File: config.mk
export PLATFORM = sky130hd
export DESIGN_NAME = instruction_fetch_unit
export DESIGN_NICKNAME = d
export VERILOG_FILES = /design/src/rtl/instruction_fetch_unit_pkg.sv /design/src/rtl/instruction_fetch_unit_fetch_buffer.sv /design/src/rtl/instruction_fetch_unit.sv
export SDC_FILE = /design/constraint.sdc
export NUM_CORES = 1
export LEC_CHECK = 0
export ABC_AREA = 1
export BUFFER_PORTS_ARGS = -buffer_cell sky130_fd_sc_hd__buf_4
export CAP_MARGIN = 10
export CORE_AREA = 2 2 128 130
export DETAILED_ROUTE_END_ITERATION = 8
export DIE_AREA = 0 0 130 132
export PLACE_DENSITY = 0.73
export SLEW_MARGIN = 20
export SYNTH_ARGS = -nofsm -noshare
export SYNTH_HDL_FRONTEND = slang
export SYNTH_SLANG_ARGS = --single-unit
File: constraint.sdc
create_clock -name Clk -period 4 [get_ports Clk]
set_input_delay 0.6 -clock Clk [delete_from_list [all_inputs] [get_ports Clk]]
set_output_delay 0.6 -clock Clk [all_outputs]
set_load 0.01 [all_outputs]
File: src/rtl/instruction_fetch_unit_pkg.sv
// Shared definitions for the instruction fetch unit: FSM encoding, PC step,
// default reset address and the fetch-buffer entry layout.
package instruction_fetch_unit_pkg;

  typedef enum logic {
    IDLE = 1'b0,
    RUN  = 1'b1
  } fetch_state_e;

  localparam logic [31:0] PC_INCR          = 32'd4;
  localparam logic [31:0] DEFAULT_RESET_PC = 32'h0000_0000;

  typedef struct packed {
    logic [31:0] pc;
    logic [31:0] instr;
  } fetch_entry_t;

  function automatic logic [31:0] word_align(input logic [31:0] addr);
    return {addr[31:2], 2'b00};
  endfunction

endpackage

File: src/rtl/instruction_fetch_unit_fetch_buffer.sv
// Small circular FIFO of {PC, instruction} entries with push/pop/flush.
// DEPTH is expected to be 2 or 4, so pointers wrap naturally at DEPTH.
module fetch_buffer
  import instruction_fetch_unit_pkg::*;
#(
  parameter int unsigned DEPTH = 2
) (
  input  logic                                Clk,
  input  logic                                Rst,
  input  logic                                i_push,
  input  logic                                i_pop,
  input  logic                                i_flush,
  input  logic [63:0]                         i_data,
  output logic [63:0]                         o_head,
  output logic [((DEPTH > 2) ? 3 : 2)-1:0]    o_count,
  output logic                                o_valid
);

  localparam int unsigned PTR_W = (DEPTH > 2) ? 2 : 1;
  localparam int unsigned CNT_W = PTR_W + 1;
  localparam logic [CNT_W-1:0] FULL = CNT_W'(DEPTH);

  logic [63:0]      r_mem [DEPTH];
  logic [PTR_W-1:0] r_wr_ptr;
  logic [PTR_W-1:0] r_rd_ptr;
  logic [CNT_W-1:0] r_count;

  logic w_pop;
  logic w_push;

  // Guards keep count inside [0, DEPTH] even if a caller misbehaves.
  assign w_pop  = i_pop & (r_count != '0);
  assign w_push = i_push & ((r_count < FULL) | w_pop);

  always_ff @(posedge Clk or negedge Rst) begin
    if (!Rst) begin
      for (int unsigned i = 0; i < DEPTH; i++) begin
        r_mem[i] <= '0;
      end
      r_wr_ptr <= '0;
      r_rd_ptr <= '0;
      r_count  <= '0;
    end else if (i_flush) begin
      r_wr_ptr <= '0;
      r_rd_ptr <= '0;
      r_count  <= '0;
    end else begin
      if (w_push) begin
        r_mem[r_wr_ptr] <= i_data;
        r_wr_ptr        <= r_wr_ptr + PTR_W'(1);
      end
      if (w_pop) begin
        r_rd_ptr <= r_rd_ptr + PTR_W'(1);
      end
      case ({w_push, w_pop})
        2'b10:   r_count <= r_count + CNT_W'(1);
        2'b01:   r_count <= r_count - CNT_W'(1);
        default: r_count <= r_count;
      endcase
    end
  end

  assign o_head  = r_mem[r_rd_ptr];
  assign o_count = r_count;
  assign o_valid = (r_count != '0);

endmodule

File: src/rtl/instruction_fetch_unit.sv
// Instruction fetch unit: PC register and IDLE/RUN control feeding a small
// fetch buffer; consumer outputs come only from buffered head registers.
module instruction_fetch_unit
  import instruction_fetch_unit_pkg::*;
#(
  parameter logic [31:0] RESET_PC = DEFAULT_RESET_PC,
  parameter int unsigned DEPTH    = 2
) (
  input  logic        Clk,
  input  logic        Rst,
  input  logic        Enable,
  output logic [31:0] IMemAddress,
  input  logic [31:0] IMemInstruction,
  input  logic        BranchTaken,
  input  logic [31:0] BranchTarget,
  output logic        FetchValid,
  input  logic        FetchReady,
  output logic [31:0] FetchInstruction,
  output logic [31:0] FetchPC
);

  localparam int unsigned CNT_W = (DEPTH > 2) ? 3 : 2;
  localparam logic [CNT_W-1:0] FULL = CNT_W'(DEPTH);

  fetch_state_e r_state;
  fetch_state_e w_state_next;
  logic [31:0]  r_pc;

  logic             w_push;
  logic             w_pop;
  logic             w_valid;
  logic [CNT_W-1:0] w_count;
  fetch_entry_t     w_push_entry;
  fetch_entry_t     w_head;

  always_ff @(posedge Clk or negedge Rst) begin
    if (!Rst) begin
      r_state <= IDLE;
      r_pc    <= word_align(RESET_PC);
    end else begin
      r_state <= w_state_next;
      if (BranchTaken) begin
        r_pc <= word_align(BranchTarget);
      end else if (w_push) begin
        r_pc <= r_pc + PC_INCR;
      end
    end
  end

  always_comb begin
    w_state_next = r_state;
    w_push       = 1'b0;
    case (r_state)
      IDLE: begin
        if (Enable) w_state_next = RUN;
      end
      RUN: begin
        if (!Enable) w_state_next = IDLE;
        w_push = !BranchTaken && ((w_count < FULL) || w_pop);
      end
      default: w_state_next = IDLE;
    endcase
  end

  assign w_pop        = w_valid & FetchReady;
  assign w_push_entry = '{pc: r_pc, instr: IMemInstruction};
  assign IMemAddress  = {r_pc[31:2], 2'b00};

  fetch_buffer #(
    .DEPTH(DEPTH)
  ) u_fetch_buffer (
    .Clk     (Clk),
    .Rst     (Rst),
    .i_push  (w_push),
    .i_pop   (w_pop),
    .i_flush (BranchTaken),
    .i_data  (w_push_entry),
    .o_head  (w_head),
    .o_count (w_count),
    .o_valid (w_valid)
  );

  assign FetchValid       = w_valid;
  assign FetchPC          = w_head.pc;
  assign FetchInstruction = w_head.instr;

endmodule
### Yosys cells after proc, flatten, opt, wreduce, memory -nomap -nowiden

Cells that the tools add are included.

| storage, ports and cells | value |
|---|---|
| register bits | 165 |
| latch bits | 0 |
| bits in writable memories | 0 |
| bits in read-only memories | 0 |
| input port bits | 69 |
| output and inout bits | 97 |
| memories | 0 |

| cells by class | value |
|---|---|
| $add $sub $neg | 5 |
| $mul | 0 |
| div/mod/pow operators | 0 |
| $lt $le $gt $ge | 4 |
| equal/unequal tests | 2 |
| shift-type cells | 0 |
| muxes and demuxes | 16 |
| bitwise logic cells | 7 |
| reductions and logical operators | 10 |

Operators by type and width:

| kind | count |
|---|---|
| 64-bit 2-to-1 mux | 4 |
| 128-bit bitwise mux | 1 |
| 64-bit demux with 1-bit select | 1 |
| 32-bit 2-to-1 mux | 2 |
| 32-bit by 3-bit adder with 32-bit output (second input constant) | 1 |
| 2-bit nonzero test | 4 |
| 1-bit 2-to-1 mux | 6 |
| 2-bit greater-or-equal comparator (second input constant) | 2 |
| 1-bit NOT with 2-bit output | 2 |
| 2-bit case mux with 2 select lines | 1 |
| 1-bit bitwise AND | 3 |
| 3-bit nonzero test | 1 |
| 1-bit adder (second input constant) | 2 |
| 2-bit by 1-bit adder with 2-bit output (second input constant) | 1 |
| 2-bit by 1-bit == test with 1-bit output (second input constant) | 1 |
| 2-bit == test (second input constant) | 1 |
| 1-bit logical AND | 2 |
| 2-bit by 1-bit less-than comparator with 1-bit output (second input constant) | 1 |
| 2-bit less-than comparator (second input constant) | 1 |
| 2-bit 2-to-1 mux | 1 |
| 2-bit AND reduction | 1 |
| 2-bit by 1-bit subtractor with 2-bit output (second input constant) | 1 |
| 1-bit logical NOT | 1 |
| 1-bit logical OR | 1 |
| other kinds (2) | 2 |

### Logic depth before layout (Yosys ltp)

Gate-level depths: netlist of run 1.

| logic depth | value |
|---|---|
| word-level depth | 9 |
| gate-level depth with buffers | 10 |
| gate-level depth less buffers | 10 |

### By module

Synthesis of run 1 repeated with hierarchy kept, for this count alone.

| unflattened totals | value |
|---|---|
| cell total of the unflattened synthesis | 1076 |
| area total of the unflattened synthesis | 8486.9 um^2 |

Modules (own cells, without submodules):

| module | instances | cells an instance | area each (um^2) | seq. area each (um^2) |
|---|---|---|---|---|
| fetch_buffer | 1 | 717 | 6194.7 | 3303.2 |
| instruction_fetch_unit | 1 | 359 | 2292.2 | 775.7 |

### Least setup slack after synthesis of run 1

Ideal clock, no wire load.

| path | value |
|---|---|
| kind | register to output |
| from | register u_fetch_buffer.r_rd_ptr |
| to | output FetchPC[22] |
| arrival | 1083 ps |
| data required time | 3400 ps |
| setup slack | 2317 ps |
| stages on the path, launching flop included | 6 |
| cells stage by stage | dfrtp_1 -> clkbuf_1 -> inv_2 -> clkbuf_1 -> nand2_1 -> nand2_1 |

| on the way | value |
|---|---|
| cells in the longest elaborated chain, start to end | 4 |

Ends and longest elaborated chain:

| what | RTL line | text |
|---|---|---|
| start: declaration | instruction_fetch_unit_fetch_buffer.sv:25 | `logic [PTR_W-1:0] r_rd_ptr;` |
| start signal: assignment | instruction_fetch_unit_fetch_buffer.sv:53 | `r_rd_ptr <= r_rd_ptr + PTR_W'(1);` |
| 1-bit NOT with 2-bit output (implied by the code) | instruction_fetch_unit_fetch_buffer.sv:63 | `assign o_head = r_mem[r_rd_ptr];` |
| 64-bit 2-to-1 mux (implied by the code) (3 in series) | instruction_fetch_unit_fetch_buffer.sv:63 |  |
| end: declaration | instruction_fetch_unit.sv:19 | `output logic [31:0] FetchPC` |

No other way between the ends. The select of a mux whose other input is x is not followed.

### Final worst setup path of run 1

| path | value |
|---|---|
| from | register u_fetch_buffer.r_rd_ptr |
| to | output FetchPC[14] |

Same word-level chain as after synthesis.

==> results of run 1 <==
==> worst paths after layout <==
kind | start | endpoint | slack, ns | cells after the start
min in group asynchronous | Rst | u_fetch_buffer.r_mem[68]$_DFFE_PN0P_ | 0.32 | 1
min | Enable | r_state$_DFF_PN0_ | 0.28 | 1
max in group asynchronous | Rst | u_fetch_buffer.r_mem[116]$_DFFE_PN0P_ | 2.82 | 2
min reg2reg | u_fetch_buffer.r_mem[126]$_DFFE_PN0P_ | u_fetch_buffer.r_mem[126]$_DFFE_PN0P_ | 0.48 | 2
max | u_fetch_buffer.r_rd_ptr$_DFFE_PN0P_ | FetchPC[14] | 1.55 | 5
max reg2reg | u_fetch_buffer.o_count[1]$_DFFE_PN0P_ | u_fetch_buffer.r_mem[106]$_DFFE_PN0P_ | 1.76 | 6
==> layout by cell type (no fill, tap or decap), types with 2 or more instances in the layout <==
cell	n
nand2_1	484
buf_4	162
dfrtp_1	158
o21ai_0	139
inv_1	91
nor2_1	50
nand3_1	21
clkbuf_16	17
o21ai_1	15
xor2_1	7
bufinv_16	6
o211ai_1	4
conb_1	4
inv_6	4
nor2_2	3
a21oi_1	3
o221ai_1	3
nand2_4	2
nand4_1	2
clkbuf_1	2
==> state kept, by name, summed over array words and instances (netlist names) <==
register,cells
u_fetch_buffer.o_count,2
u_fetch_buffer.r_wr_ptr,1
r_state,1
u_fetch_buffer.r_rd_ptr,1
r_pc,30
u_fetch_buffer.r_mem,124
==> worst max-delay path, cell delays in order (launching register included) <==
cell and delay [ns]:
dfrtp_2 0.42, inv_2 0.33, buf_4 0.36, nand2_1 0.08, nand2_1 0.10, buf_4 0.13
==> Yosys cell counts <==
cell type,n
a21oi_1,3
a22oi_1,1
clkbuf_1,28
conb_1,1
o21ai_1,15
nor2_1,50
inv_4,1
o21ai_0,139
inv_1,91
nor2_2,3
nand2_1,484
nand4_1,2
xor2_1,7
xnor2_1,1
o22ai_1,1
nand2_4,3
buf_2,5
nand3_1,21
buf_6,13
nor3_1,1
inv_2,1
buf_4,4
dfrtp_1,159
nand2_2,1
o221ai_1,3
buf_1,1
ha_1,1
o211ai_1,4
==> stage by stage <==
step / std cells / area, um2 / worst slack, ns
after global placement: 1376 / 8989 / 1.301
final: 1408 / 9673 / 1.545
after detailed placement: 1376 / 8989 / 1.275
after global routing: 1408 / 9673 / 1.404
after floorplan: 1047 / 7780 / 2.317
after CTS: 1408 / 9664 / 1.494
==> where the power goes <==
part | internal, mW | switching (mW)
Clock | 1.20 | 0.655
Combinational | 0.559 | 0.716
Sequential | 1.98 | 0.237
==> layer usage <==
layer | routed length (um) | up-vias | global-route usage (%)
met2 | 8868 | 243 | 35.28
met5 | 0 | - | 0
li1 | - | 3494 | -
met1 | 9091 | 3185 | 33.78
met3 | 1146 | 27 | 3.896
met4 | 413 | 0 | 9.080
==> cell families after synthesis <==
logic type | share of synthesized area (%)
AO/OA/AOI/OAI | 11.02
other | 0.04827
XOR/XNOR | 0.9020
adder cells (fa/ha/maj) | 0.1610
buffers and inverters | 8.520
AND/OR/NAND/NOR | 28.14
flip-flops | 51.22
==> layout make-up <==
class / instances / area [um2] / area share [%]
Timing Repair Buffer: 164 / 1247 / 12.90
Tap cell: 216 / 270.3 / 2.794
Inverter: 93 / 351.6 / 3.635
Clock buffer: 20 / 446.7 / 4.618
Multi-Input combinational cell: 744 / 3148 / 32.54
Clock inverter: 12 / 229.0 / 2.367
Sequential cell: 159 / 3980 / 41.15
==> qor.csv, run 1 <==
metric,value,unit
tightest_slew,1.053,ns
worstPathRequired,3.40,ns
post_cts.repair.setup_buffers,0,
crit_fanout,23,
wl,19520,um
min_period,2.455,ns
drt_first_pass_iters,5,
grt_pass1_wl,31750,um
antenna_found_initial,0,
cts_tree,done,
cts_resized,0,
ys_types,28,
total_power,5.340,mW
cts.sinks,159,
start_kind,register,
clkTransAtPathRegs,0.07,ns
diodes,0,
syn_inst,1044,
grt.total_usage,23.39,%
drive_gt1_share,17.11,%
yosysSeqAreaShare,51.22,%
drc,0,
routabilityCongestion,0.8938,
run_status,"finished, final reports clean",
die_x,130,um
synth_area_leader_cell,dfrtp_1,
viasPerCell,4.935,
synth_top_area_share,51.22,%
postLayoutCoreUtil,61.56,%
holdCritPathClass,primary input to register,
hold_viol,0,
ys_seq_elements,159,
dieArea,0.01716,mm2
io_buffers,159,
clock_path_buffers,2,
hold-worst-slack,0.2846,ns
core-area,0.01571,mm2
grt_max_degree,125,
grt_pass1_vias,6395,
rsz0062_at_grt,false,
vdd_drop_max,0.3277,mV
drv_slew,0,
die_h,132,um
insertion_delay,0.42,ns
start_util,49.44,%
netlist_area,0.007769,mm2
clockRootBuffer,clkbuf_16,
drv_cap,0,
ys.warnings.count,0,
ant_nets,0,
grt.overflow.total,0,
crit_path_end_kind,primary output,
crit_type,register to primary output,
syn_to_final_growth,24.51,%
layout.nets,1249,
syn_avg_cell_area,7.441,um2
slew_headroom,29.83,%
numCtsBuffers,17,
ios,166,
setup_viol,0,
num_rows,46,
wl_per_cell,13.86,um
synth_area_leaders,"dfrtp_1 (51%), nand2_1 (23%), o21ai_0 (9.0%)",
powerDensity,552.1,mW/mm2
fin_worst_skew,0.01048,ns
cp_data_arrival_time,1.85,ns
max_freq,407.4,MHz
fillerInstances,1493,
fin_setup_tns,0,ns
vias,6949,
hpwl,13120,um
p_leak,5.127,nW
fin_crit_sh,61.37,%
drt_iter0_markers,557,
holdBufCountCts,0,
htree_levels,4,
No activity file was read; power rests on OpenSTA's default activity.
==> run 2, diff against run 1 <==
clock period = 2.3 ns   (was 4 ns; I/O delays follow)
==> run 2 against run 1 <==
Net effect:
- critical path depth fell by 1
- clock power rose by 53%
- final area increased by 0.65%
- power up 67%
- cell count is 0.64% higher
- setup slack worse by 1.4 ns
- critical path type unchanged
- clock-buffer cell count stayed put
- via count rose by 0.55%
- highest routed layer unchanged
- utilization increased by 0.40 points
- first-iteration DRC count is 9.9% lower
- non-clock buffer count increased by 11
==> qor.csv, run 2 (synthesized netlist as in run 1, its figures left out) <==
metric,value,unit
run_status,"finished, final reports clean",
holdCritPathClass,primary input to register,
crit_fanout,29,
htree_levels,4,
setup_viol,0,
fin_worst_skew,0.008903,ns
insertion_delay,0.42,ns
ios,166,
startpoint,u_fetch_buffer.r_rd_ptr$_DFFE_PN0P_,
post_cts.repair.setup_buffers,0,
hold-worst-slack,0.03111,ns
viasPerCell,4.931,
ant_nets,0,
drt_first_pass_iters,5,
core-area,0.01571,mm2
crit_path_max_incr_delay,0.58,ns
drv_slew,0,
mostFrequentLayoutCell,nand2_1,
powerDensity,918.1,mW/mm2
die_x,130,um
drv_cap,0,
placed_area,0.009139,mm2
numCtsBuffers,17,
clock_path_buffers,2,
drt_iter0_markers,502,
largest_reg_flops,124,
hold_viol,0,
start_kind,register,
path_cells,"buf_4, nand2_1, nand2_1, buf_4",
slowest_stage,dfrtp_2,
grt_pass1_wl,32440,um
path_delay_family,flip-flops,
vias,6987,
final_cell_count_no_fill,1417,
seq_area,0.003980,mm2
fillerInstances,1469,
cp_data_arrival_time,1.76,ns
start_util,49.44,%
drc,0,
grt_max_degree,61,
clockRootBuffer,clkbuf_16,
fin_crit_sh,91.52,%
grt.total_usage,23.88,%
num_rows,46,
routabilityCongestion,0.9459,
cts.sinks,159,
timing.rr.start,r_pc[2]$_DFFE_PN0P_,
grt.overflow.total,0,
vdd_drop_max,0.5575,mV
r2r_slack,0.33,ns
grt_pass1_vias,6515,
min-delay-start,Enable,
drive_gt1_share,17.65,%
cts_tree,done,
regMostFlops,u_fetch_buffer.r_mem,
worstPathRequired,1.96,ns
antenna_found_initial,0,
crit_type,register to primary output,
p_leak,5.170,nW
rsz0062_at_grt,false,
multi_input_area,0.003139,mm2
dieArea,0.01716,mm2
diodes,0,
placedCellCount,1386,
crit_path_end_kind,primary output,
layout.nets,1260,
final_cell_mix,"nand2_1 (484), buf_4 (166), dfrtp_1 (158)",
critPathBufInv,2,
syn_to_final_growth,25.32,%
fin_setup_tns,0,ns
io_buffers,159,
postLayoutCoreUtil,61.96,%
wl,19710,um
die_h,132,um
final_cell_area,0.009736,mm2
wl_per_cell,13.91,um
max_freq,475.1,MHz
hpwl,13890,um
min_period,2.105,ns
clkTransAtPathRegs,0.06,ns
[run 2: per-layer routing]
| layer | wire (um) | part of all wire [%] | track usage [%] | up-vias |
|---|---|---|---|---|
| li1 | - | - | - | 3513 |
| met1 | 9086 | 46 | 34.43 | 3215 |
| met2 | 9013 | 46 | 36.62 | 229 |
| met3 | 1133 | 5.7 | 3.693 | 30 |
| met4 | 480 | 2.4 | 8.602 | 0 |
| met5 | 0 | 0 | 0 | - |
[run 2: path summary, 6_finish.rpt]
| check | to | cells after the start |
|---|---|---|
| setup / recovery | FetchPC[16] | 4 |
| hold / removal | r_state$_DFF_PN0_ | 1 |
| setup reg to reg | r_pc[28]$_DFFE_PN0P_ | 10 |
| hold reg to reg | u_fetch_buffer.r_mem[50]$_DFFE_PN0P_ | 2 |
| max in group asynchronous | r_pc[19]$_DFFE_PN0P_ | 3 |
| min in group asynchronous | u_fetch_buffer.r_mem[68]$_DFFE_PN0P_ | 2 |
[run 2: worst register-to-register path, cell delays in order, from the launching register on]
cell and delay (ns):
dfrtp_1 0.49, ha_1 0.36, nand2_1 0.09, nor2_1 0.25
nand2_1 0.17, nor2_2 0.22, nand2_1 0.08, nand2_1 0.06
nand2_1 0.04, nand2_1 0.05, nand2_1 0.06
[run 2: area by class of cell]
type                    instances  area share, %
flip-flops and latches        159          40.88
well taps                     216          2.776
repair buffers                175          14.46
clock inverters                10          1.439
inverters                      93          3.611
multi-input cells             744          32.25
clock buffers                  20          4.588
[run 2: repair_timing]
item	in CTS	in global routing
hold buffers	1	0
resized for setup	0	0
hold endpoints to repair	48	0
[run 2: metrics by stage]
stage,worst slack (ns),total power [mW]
after floorplan,0.7764,5.075
after global placement,0.3960,6.099
after detailed placement,0.3688,6.170
after CTS,0.1709,9.018
after global routing,0.08685,9.487
final,0.1950,8.938
[run 2: power by group]
group | leakage, nW | internal (mW) | total (mW) | switching [mW]
Clock | 0.278 | 1.72 | 2.83 | 1.10
Combinational | 2.91 | 1.01 | 2.26 | 1.25
Sequential | 1.98 | 3.44 | 3.85 | 0.416
==> run 3, diff against run 2 <==
ABC_CLOCK_PERIOD_IN_PS = 2300   (was unset)
CTS_BUF_LIST = sky130_fd_sc_hd__clkbuf_8   (was unset)
REMOVE_ABC_BUFFERS = 1   (was unset)
==> run 3 against run 2 <==
Net effect:
- sequential power about the same
- utilization is 1.3 points lower
- die area is the same
- fmax is 2.7% lower
- worst hold slack better by 0.092 ns
- power shrank 8.1%
- sequential share of layout area is 0.84 points higher
- sequential cell count unchanged
- via count rose by 0.24%
- critical path type unchanged
- highest routed layer unchanged
==> qor.csv, run 3 (synthesized netlist as in run 1, its figures left out) <==
metric,value,unit
run_status,"finished, final reports clean",
crit_fanout,62,
holdCritPathClass,primary input to register,
crit_type,register to primary output,
syn_to_final_growth,22.79,%
grt.overflow.total,0,
crit_path_end_kind,primary output,
drc,0,
timing.rr.start,r_pc[2]$_DFFE_PN0P_,
largest_reg_flops,124,
die_h,132,um
io_buffers,159,
r2r-end,r_pc[28]$_DFFE_PN0P_,
place_ws,0.5244,ns
fillerInstances,1475,
start_util,49.44,%
numCtsBuffers,17,
r2r_slack,0.51,ns
slew_headroom,48.62,%
drt_first_pass_iters,5,
wl_per_cell,13.92,um
grt_pass1_wl,32510,um
worstPathRequired,1.96,ns
mostFrequentLayoutCell,nand2_1,
fin_crit_sh,94.09,%
rsz0062_at_grt,false,
diodes,0,
cts_tree,done,
htree_levels,4,
cts_resized,0,
min_period,2.164,ns
p_leak,5.087,nW
startpoint,u_fetch_buffer.r_rd_ptr$_DFFE_PN0P_,
cp-endpoint,FetchInstruction[20],
drive_gt1_share,17.51,%
setup_viol,0,
dieArea,0.01716,mm2
insertion_delay,0.44,ns
viasPerCell,4.950,
num_rows,46,
hold_viol,0,
wl,19700,um
die_x,130,um
start_kind,register,
clkTransAtPathRegs,0.08,ns
drv_cap,0,
layout.nets,1258,
max_freq,462.1,MHz
hpwl,13600,um
routabilityCongestion,0.9025,
fin_worst_skew,0.01113,ns
grt_max_degree,111,
powerDensity,860.7,mW/mm2
cts.sinks,159,
post_cts.repair.setup_buffers,0,
ant_nets,0,
ios,166,
holdBufCountCts,2,
regMostFlops,u_fetch_buffer.r_mem,
tightest_slew,0.7707,ns
reg2reg_depth,10,
vias,7004,
grt_pass1_vias,6527,
cp_data_arrival_time,1.82,ns
drt_iter0_markers,626,
drv_slew,0,
clock_path_buffers,2,
final_cell_mix,"nand2_1 (484), buf_4 (163), dfrtp_1 (158)",
grt.total_usage,23.67,%
final_cell_area,0.009539,mm2
vdd_drop_max,0.3982,mV
core-area,0.01571,mm2
antenna_found_initial,0,
worst_slack,0.1360,ns
placed_area,0.009116,mm2
clockRootBuffer,clkbuf_8,
[run 3: cell types whose count changed in the layout (fill, tap and decap cells not counted), sizes merged]
cell / previous run / this run
clkinvlp: 3 / 2
dlygate4sd3: 1 / 2
buf: 174 / 171
inv: 93 / 95
clkbuf: 20 / 19
[run 3: worst min-delay path by stage]
stage               startpoint                                   to  slack (ns)  cells after the start
2_1_floorplan              Rst                 r_pc[10]$_DFFE_PN0P_        0.05                      0
3_3_place_gp               Rst  u_fetch_buffer.r_mem[9]$_DFFE_PN0P_        0.33                      1
3_5_place_dp               Rst  u_fetch_buffer.r_mem[9]$_DFFE_PN0P_        0.34                      1
4_1_cts        BranchTarget[4]                  r_pc[4]$_DFFE_PN0P_        0.10                      3
5_1_grt        BranchTarget[4]                  r_pc[4]$_DFFE_PN0P_        0.11                      3
6_report       BranchTarget[4]                  r_pc[4]$_DFFE_PN0P_        0.12                      3
[run 3: power by group]
group          total, mW  switching (mW)  internal [mW]
registers           3.85           0.420           3.43
clock network       2.13            1.01           1.11
logic               2.23            1.23           1.00
total               8.21            2.66           5.55
[run 3: critical path, stage by stage (launching register included)]
cell	delay (ns)
dfrtp_2	0.37
buf_4	0.61
nand2_1	0.12
nand2_1	0.14
buf_4	0.13
[run 3: per-stage QoR]
stage / util (%) / setup TNS [ns] / hold WS, ns / total power, mW / instances
2_1_floorplan: - / -9.071 / 0.04941 / 5.005 / 996
3_3_place_gp: 58.02 / 0 / 0.3333 / 6.076 / 1383
3_5_place_dp: 58.02 / 0 / 0.3380 / 6.144 / 1383
4_1_cts: 60.71 / 0 / 0.1048 / 8.277 / 1415
5_1_grt: 60.71 / 0 / 0.1129 / 8.751 / 1415
6_report: 60.71 / 0 / 0.1233 / 8.211 / 1415
[run 3: layer usage]
metal	global-route usage, %	vias up	part of all wire (%)
met2	37.03	235	45
met5	0	-	0
met4	7.049	0	2.0
li1	-	3505	-
met1	34.17	3230	47
met3	3.571	34	5.8
[run 3: cell type report]
cell class / instances / area [um2] / share of cell area [%]
sequential: 159 / 3980 / 41.72
multi-input combinational: 744 / 3139 / 32.91
timing repair buffer: 173 / 1395 / 14.62
inverter: 93 / 351.6 / 3.686
tap: 216 / 270.3 / 2.833
clock buffer: 19 / 261.5 / 2.741
clock inverter: 11 / 141.4 / 1.482
